<file path="src/rtl/x9dn_vector_driver.sv">
// ---------------------------------------------------------------------------
// x9dn_vector_driver
//
// Sequential stimulus/response engine for the 27-input / 7-output x9dn
// combinational benchmark. Each run applies NUM_VEC pseudo-random vectors
// taken from a 27-bit Fibonacci LFSR (x^27+x^5+x^2+x+1). Every vector is held
// for SETTLE_CYC cycles and then the benchmark response is captured for one
// cycle. Captured responses are folded into a 16-bit MISR signature. The
// Hamming distance between consecutive responses is accumulated as a
// switching-activity figure for power estimation.
//
// Optional feature macro: X9DN_DRV_TOGGLE_EN
//   defined   -> response toggle counter and previous-response register exist
//   undefined -> both are removed and toggle_count is tied to zero; every
//                other output behaves identically cycle-for-cycle
//
// Parameters:
//   NUM_VEC     vectors applied per run (>= 1)
//   SETTLE_CYC  cycles each vector is held before capture (>= 1)
//   CNT_W       width of vec_count / toggle_count (wrap modulo 2^CNT_W)
//
// Ports:
//   clk           rising-edge clock
//   rst_n         asynchronous active-low reset
//   start         one-cycle run request, honoured only while busy = 0
//   seed          LFSR seed, sampled on an accepted start (0 -> 27'h1)
//   vec_out       vector driven onto benchmark inputs v0..v26
//   vec_valid     vec_out is being applied (SETTLE or CAPTURE)
//   rsp_in        benchmark outputs v27.0..v27.6
//   busy          run in progress
//   done          sticky run-complete flag, cleared by the next accepted start
//   signature     MISR contents
//   vec_count     vectors captured in this run
//   toggle_count  accumulated response Hamming distance
// ---------------------------------------------------------------------------
module x9dn_vector_driver #(
    parameter int NUM_VEC    = 1024,
    parameter int SETTLE_CYC = 2,
    parameter int CNT_W      = 32
) (
    input  logic             clk,
    input  logic             rst_n,
    input  logic             start,
    input  logic [26:0]      seed,
    output logic [26:0]      vec_out,
    output logic             vec_valid,
    input  logic [6:0]       rsp_in,
    output logic             busy,
    output logic             done,
    output logic [15:0]      signature,
    output logic [CNT_W-1:0] vec_count,
    output logic [CNT_W-1:0] toggle_count
);

    // The vector index is kept separate from vec_count because vec_count
    // may be narrower than the run length and wrap; run termination must not
    // depend on it.
    localparam int IDX_W = (NUM_VEC > 1) ? $clog2(NUM_VEC) : 1;
    localparam int SET_W = (SETTLE_CYC > 1) ? $clog2(SETTLE_CYC) : 1;
    localparam logic [IDX_W-1:0] LAST_IDX    = IDX_W'(NUM_VEC - 1);
    localparam logic [SET_W-1:0] LAST_SETTLE = SET_W'(SETTLE_CYC - 1);

    typedef enum logic [1:0] {
        IDLE    = 2'd0,
        SETTLE  = 2'd1,
        CAPTURE = 2'd2
    } state_t;

    state_t           state;
    state_t           state_nxt;
    logic [SET_W-1:0] settle_cnt;
    logic [IDX_W-1:0] vec_idx;
    logic             start_ok;
    logic             settle_last;
    logic             vec_last;
    logic [26:0]      lfsr_next;
    logic [15:0]      misr_next;

    assign start_ok    = start && (state == IDLE);
    assign settle_last = (settle_cnt == LAST_SETTLE);
    assign vec_last    = (vec_idx == LAST_IDX);

    // Next LFSR vector and next MISR value. The MISR shifts left, applies the
    // CCITT feedback taps when the bit shifted out is set, then folds in the
    // 7-bit response on the low bits.
    always_comb begin
        lfsr_next = {vec_out[25:0], vec_out[26] ^ vec_out[4] ^ vec_out[1] ^ vec_out[0]};
        misr_next = {signature[14:0], 1'b0}
                  ^ (signature[15] ? 16'h1021 : 16'h0000)
                  ^ {9'b0, rsp_in};
    end

    // State register.
    always_ff @(posedge clk or negedge rst_n) begin
        if (!rst_n) begin
            state <= IDLE;
        end else begin
            state <= state_nxt;
        end
    end

    // Next-state logic and state-decoded outputs. A run alternates between
    // SETTLE_CYC settle cycles and one capture cycle per vector.
    always_comb begin
        state_nxt = state;
        busy      = 1'b0;
        vec_valid = 1'b0;
        case (state)
            IDLE: begin
                if (start_ok) begin
                    state_nxt = SETTLE;
                end
            end
            SETTLE: begin
                busy      = 1'b1;
                vec_valid = 1'b1;
                if (settle_last) begin
                    state_nxt = CAPTURE;
                end
            end
            CAPTURE: begin
                busy      = 1'b1;
                vec_valid = 1'b1;
                state_nxt = vec_last ? IDLE : SETTLE;
            end
            default: begin
                state_nxt = IDLE;
            end
        endcase
    end

    // Run datapath: vector generation, settle timing, signature compaction
    // and vector counting. Results stay frozen in IDLE until the next
    // accepted start clears them.
    always_ff @(posedge clk or negedge rst_n) begin
        if (!rst_n) begin
            vec_out    <= '0;
            settle_cnt <= '0;
            vec_idx    <= '0;
            signature  <= '0;
            vec_count  <= '0;
            done       <= 1'b0;
        end else begin
            case (state)
                IDLE: begin
                    if (start_ok) begin
                        // An all-zero seed would lock the LFSR at zero.
                        vec_out    <= (seed == 27'h0) ? 27'h1 : seed;
                        settle_cnt <= '0;
                        vec_idx    <= '0;
                        signature  <= '0;
                        vec_count  <= '0;
                        done       <= 1'b0;
                    end
                end
                SETTLE: begin
                    settle_cnt <= settle_cnt + SET_W'(1);
                end
                CAPTURE: begin
                    signature  <= misr_next;
                    vec_count  <= vec_count + CNT_W'(1);
                    settle_cnt <= '0;
                    if (vec_last) begin
                        done <= 1'b1;
                    end else begin
                        vec_out <= lfsr_next;
                        vec_idx <= vec_idx + IDX_W'(1);
                    end
                end
                default: begin
                    settle_cnt <= '0;
                end
            endcase
        end
    end

`ifdef X9DN_DRV_TOGGLE_EN
    logic [6:0] prev_rsp;
    logic [2:0] rsp_toggles;

    // Number of response bits that differ from the previous captured
    // response.
    always_comb begin
        rsp_toggles = '0;
        for (int i = 0; i < 7; i++) begin
            rsp_toggles = rsp_toggles + {2'b00, rsp_in[i] ^ prev_rsp[i]};
        end
    end

    // Toggle accumulation. The first vector of a run has no predecessor, so
    // it only primes prev_rsp.
    always_ff @(posedge clk or negedge rst_n) begin
        if (!rst_n) begin
            prev_rsp     <= '0;
            toggle_count <= '0;
        end else begin
            if (start_ok) begin
                prev_rsp     <= '0;
                toggle_count <= '0;
            end else if (state == CAPTURE) begin
                prev_rsp <= rsp_in;
                if (vec_idx != '0) begin
                    toggle_count <= toggle_count + CNT_W'(rsp_toggles);
                end
            end
        end
    end
`else
    assign toggle_count = '0;
`endif

endmodule

</file>
<file path="config.mk">
export PLATFORM = sky130hd
export DESIGN_NAME = x9dn_vector_driver
export DESIGN_NICKNAME = d
export VERILOG_FILES = /design/src/rtl/x9dn_vector_driver.sv
export SDC_FILE = /design/constraint.sdc
export NUM_CORES = 1
export LEC_CHECK = 0
export BUFFER_PORTS_ARGS = -buffer_cell sky130_fd_sc_hd__buf_4
export CAP_MARGIN = 10
export CORE_UTILIZATION = 56
export CTS_CLUSTER_DIAMETER = 100
export DETAILED_ROUTE_END_ITERATION = 7
export PLACE_DENSITY = 0.95
export SYNTH_ARGS = -nofsm -noshare
export SYNTH_HDL_FRONTEND = slang
export SYNTH_SLANG_ARGS = --single-unit
</file>
<file path="constraint.sdc">
create_clock -name clk -period 4.7 [get_ports clk]
set_clock_uncertainty 0.1 [all_clocks]
set_input_delay 0.47 -clock clk [delete_from_list [all_inputs] [get_ports clk]]
set_output_delay 0.47 -clock clk [all_outputs]
set_load 0.02 [all_outputs]
</file>
## Word-level counts from Yosys, hierarchy flattened

Index checks and enable logic that the tools add are counted.

| operators by class | value |
|---|---|
| add/sub/neg operators | 3 |
| bitwise gates (word level) | 5 |
| reductions and logical operators | 9 |
| equality and inequality tests | 7 |
| multiplexer cells | 21 |

Operator list:

| kind | count |
|---|---|
| two-way mux 27 bit | 3 |
| case mux 32 bit (2 select lines) | 1 |
| case mux 27 bit (2 select lines) | 1 |
| adder 32 x 1 -> 32 bit (second input constant) | 1 |
| two-way mux 32 bit | 1 |
| case mux 16 bit (2 select lines) | 1 |
| logical NOT 27 bit | 1 |
| two-way mux 10 bit | 2 |
| case mux 10 bit (2 select lines) | 1 |
| two-way mux 16 bit | 1 |
| bitwise XOR 16 x 13 -> 16 bit | 1 |
| bitwise XOR 16 x 7 -> 16 bit | 1 |
| two-way mux 13 bit | 1 |
| adder 10 x 1 -> 10 bit (second input constant) | 1 |
| equality test 10 bit (second input constant) | 1 |
| != test 2 bit (second input constant) | 4 |
| case mux 2 bit (3 select lines) | 1 |
| AND reduction 3 bit | 2 |
| two-way mux 1 bit | 4 |
| two-way mux 2 bit | 2 |
| case mux 1 bit (2 select lines) | 2 |
| AND reduction 2 bit | 2 |
| bitwise XOR 1 bit | 3 |
| equality test 2 x 1 -> 1 bit (second input constant) | 1 |
| other kinds (6) | 6 |

| word-level totals | value |
|---|---|
| input port bits | 37 |
| flip-flop bits (word level) | 89 |
| output and inout port bits | 110 |

## Depth between registers and ports, before layout

| depth | value |
|---|---|
| word-level depth | 5 |
| mapped depth | 9 |
| mapped depth without buffers | 6 |

## Worst setup path before layout

Ideal clock, no wire load.

| path | value |
|---|---|
| path kind | register -> register |
| start | register state[0] |
| end | register vec_count[27] |
| required time | 4480 ps |
| clock period less this slack | 2299 ps |
| arrival time | 2078 ps |
| setup slack | 2401 ps |
| cell stages (with the launch flop) | 8 |
| cells stage by stage | dfrtp_1 -> inv_1 -> ha_1 -> buf_2 -> mux2i_1 -> nor4_1 -> a31oi_1 -> a41o_1 |

| on the way | value |
|---|---|
| longest elaborated chain between the ends | 4 |
| elaborated cells on any way between the ends | 7 |
| classes of those cells | eq/ne (2); mux (1); reduce/logical (4) |

Ends and longest elaborated chain:

| item | line | text |
|---|---|---|
| from (decl) | 69 | `state_t state;` |
| from (signal assigned) | 98 | `state <= state_nxt;` |
| logical NOT 2 bit | 79, 144 |  |
| logical AND 1 bit | 79 | `assign start_ok = start && (state == IDLE);` |
| != test 2 bit (no line) | n/a |  |
| AND reduction 2 bit (no line) | n/a |  |
| to (signal assigned) | 161 | `vec_count <= vec_count + CNT_W'(1);` |
| to (decl) | 51 | `output logic [CNT_W-1:0] vec_count,` |

Several ways; a longest one is shown, not always the timed one.
A chain may end at the register's enable or synchronous reset.

## Final worst setup path

| path | value |
|---|---|
| start | register state[0] |
| end | register vec_count[16] |

The elaborated chain is that of the path after synthesis.

==> results.md <==
- Outcome: completed
- Drt initial violations: 401
- Avg WL per Cell: 17.0 um
- Largest net degree at the start of global routing: 90
- Met2 layer usage reported by global route: 46.2%
- Total power: 0.00299 W
- Most frequent cell after synthesis: dfrtp_1
- Post-CTS sizing: 0
- Final core occ: 70.8%
- Core Box Area: 0.00830 mm^2
- Reg2reg start: state[0]$_DFFE_PN0P_
- Initial Util: 58.4%
- Met3 Resource Use GR: 6.04%
- GRT Overall Usage: 28.1%
- Synth Cell Area: 0.00484 mm^2
- Clk Latency, worst-skew pair: 0.36 ns
- Crit-path max FO: 43
- Yosys warning count: 0
- Maximum clock rate: 0.325 GHz
- Rel. slew slack: 24.5%
- Initial antenna violation count: 0
- Hold slack: 0.298 ns
- Worst Tran Pin Value: 1.13 ns
- Number of synthesized flops with an enable pin: 0
- CTS buffer count: 9
- Pwr dens: 509 mW/mm^2
- Avg Cell Area, Syn: 9.50 um^2
- Die H: 95 um
- Vias in the first global route: 4128
- Critical path class: reg -> reg
- Final hold vios: 0
- M1 GR Usage: 36.6%
- Clk pin slew, worst setup/hold paths: 0.09 ns
- CP endpoint kind: flip-flop
- Layout cells sized above 1: 24.6%
- Final Instance Count excl. Fillers: 724
- First-pass GRT wire length: 19.8 mm
- Synth Instances: 510
- Synth top area share: 46.0%
- Routed vias: 4535
- Sequential-to-total area share from yosys stat: 46.0%
- WHS Endpoint: signature[2]$_DFFE_PN0P_
- Post-DP HPWL: 8.45 mm
- Setup bufs post-CTS: 0
- Clk sinks: 89
- Nets: 658
- P_leak: 2.67 nW
- RSZ-0062 raised after global routing: false
- CTS Buffer Depth: 2
- Pre-antenna DRT Iters: 5
- # setup viols final: 0
- GRT busiest layer: met2
- Final min period: 3.08 ns
- Remaining DRCs: 0
- Reg2reg setup slack: 1.62 ns
- IO Port Bufs: 114
- Num rows: 33
- HP Start: rsp_in[2]
- CP required: 4.88 ns
- WP data arrival: 3.26 ns
- Placer Congestion: 0.826
- Area leader, netlist: dfrtp_1
- WHS Path Cells: 3
- Vias/cell: 6.26
- Synth top area cells: dfrtp_1 (46%), o22ai_1 (5.6%), buf_4 (5.3%), a21oi_1 (4.5%), nand2_1 (3.1%)
- Worst reg2reg path depth: 7
- Reg-to-Reg End: vec_count[16]$_DFFE_PN0P_
- Root Driver: clkbuf_8
- Antenna cells: 0
- Layout area overhead: 21.4%
- Die X: 95 um
- VDD IR max: 0.524 mV
- Post-DRT Antenna Nets: 0
- Top_reg_cell synth: dfrtp_1
- Worst Setup Start Kind: flip-flop
- Setup TNS: 0 ns
- Grt ovf: 0
- Final Cycle Share: 65.5%
- I/O Pins: 147
- Hold WC Path Type: in -> reg
- # H-tree levels: 3
- Max-cap violations: 0
- CTS tree: done
- Synth Register Bits: 89
- Post-synth cell types: 53
- Placed insts: 705
- Synth cell count leaders: dfrtp_1 (89), a21oi_1 (44), o22ai_1 (43)
- Final wirelength: 12.3 mm
- Crit path from: state[0]$_DFFE_PN0P_
- Die ar.: 0.00903 mm^2
- Max Slew Vio Count: 0
- Async S/R FF share, synth: 100%
==> how the worst max path moves through the flow <==
stage,slack [ns],cells after the start,end
2_1_floorplan,2.40,7,vec_count[27]$_DFFE_PN0P_
3_3_place_gp,1.73,8,vec_count[29]$_DFFE_PN0P_
3_5_place_dp,1.48,8,vec_count[27]$_DFFE_PN0P_
4_1_cts,1.46,8,vec_count[27]$_DFFE_PN0P_
5_1_grt,1.49,7,vec_count[16]$_DFFE_PN0P_
6_report,1.62,7,vec_count[16]$_DFFE_PN0P_
==> power by group <==
group | switching (W) | leakage (nW) | internal (W)
Sequential | 0.000201 | 1.14 | 0.000942
Combinational | 0.000825 | 1.45 | 0.000527
Clock | 0.000286 | 0.0822 | 0.000210
==> final cells by class <==
cell class,count,area [um^2]
fill,590,2420
multi-input combinational,380,2350
sequential,89,2230
timing repair buffer,123,943
clock buffer,11,141
tap,105,131
inverter,11,41.3
clock inverter,5,40.0
==> kinds of logic after synthesis <==
| family | synth area share (%) |
|---|---|
| other | 0.0774 |
| AO/OA/AOI/OAI | 19.8 |
| multiplexers | 3.38 |
| adder cells (fa/ha/maj) | 1.81 |
| flip-flops | 46.0 |
| buffers and inverters | 8.32 |
| XOR/XNOR | 3.25 |
| AND/OR/NAND/NOR | 17.4 |
==> routing by layer <==
| metal | share of wire (%) | up-vias | routed length [um] |
|---|---|---|---|
| met3 | 9.1 | 23 | 1120 |
| met5 | 0 | - | 0 |
| met4 | 1.9 | 0 | 234 |
| li1 | - | 2049 | - |
| met1 | 39 | 2175 | 4820 |
| met2 | 50 | 288 | 6130 |
==> through the flow <==
step                setup slack (ns)  instance area, um^2
floorplan                       2.40                 4960
global placement                1.73                 5650
detailed placement              1.48                 5650
CTS                             1.46                 5830
global route                    1.49                 5880
finish                          1.62                 5880
==> sequential cells by signal, indices dropped and copies added (netlist names) <==
signal,flops
settle_cnt,1
signature,16
state,2
done,1
vec_idx,10
vec_count,32
vec_out,27
==> critical path, stage by stage, from the launching register on <==
cell     delay [ns]
dfrtp_1        0.45
inv_1          0.11
ha_1           0.15
buf_4          0.41
mux2_2         0.67
nand3_1        0.35
or4_1          0.57
a21oi_1        0.18
==> placed cells by master, fill, tap and decap left out, types with 5 or more instances in the layout <==
cell type  Yosys  routed
o21ai_0       20      20
xnor2_1       14      14
ha_1           7       7
a21oi_1       44      44
o31ai_1        7       6
nor3_1         6       6
nand4_1       13      13
o22ai_1       43      43
and3_1         5       5
inv_1         11      11
nand2_1       40      40
buf_4         34     120
mux2i_1       13      12
nand2b_1       6       6
dfrtp_1       89      89
nor2_1        22      22
nor4_1        15      14
a31oi_1        7       7
nand3_1       18      18
or4_1         11      11
conb_1         1      32
a22o_1        10      10
clkbuf_8       0      10
or3_1          5       5
==> timing repair <==
| item | CTS | global route |
|---|---|---|
| hold buffers | 0 | 1 |
| endpoints found under the hold margin | 0 | 15 |
| setup endpoints to repair | 0 | 0 |
Note: power is estimated with default switching activity, not from simulation.
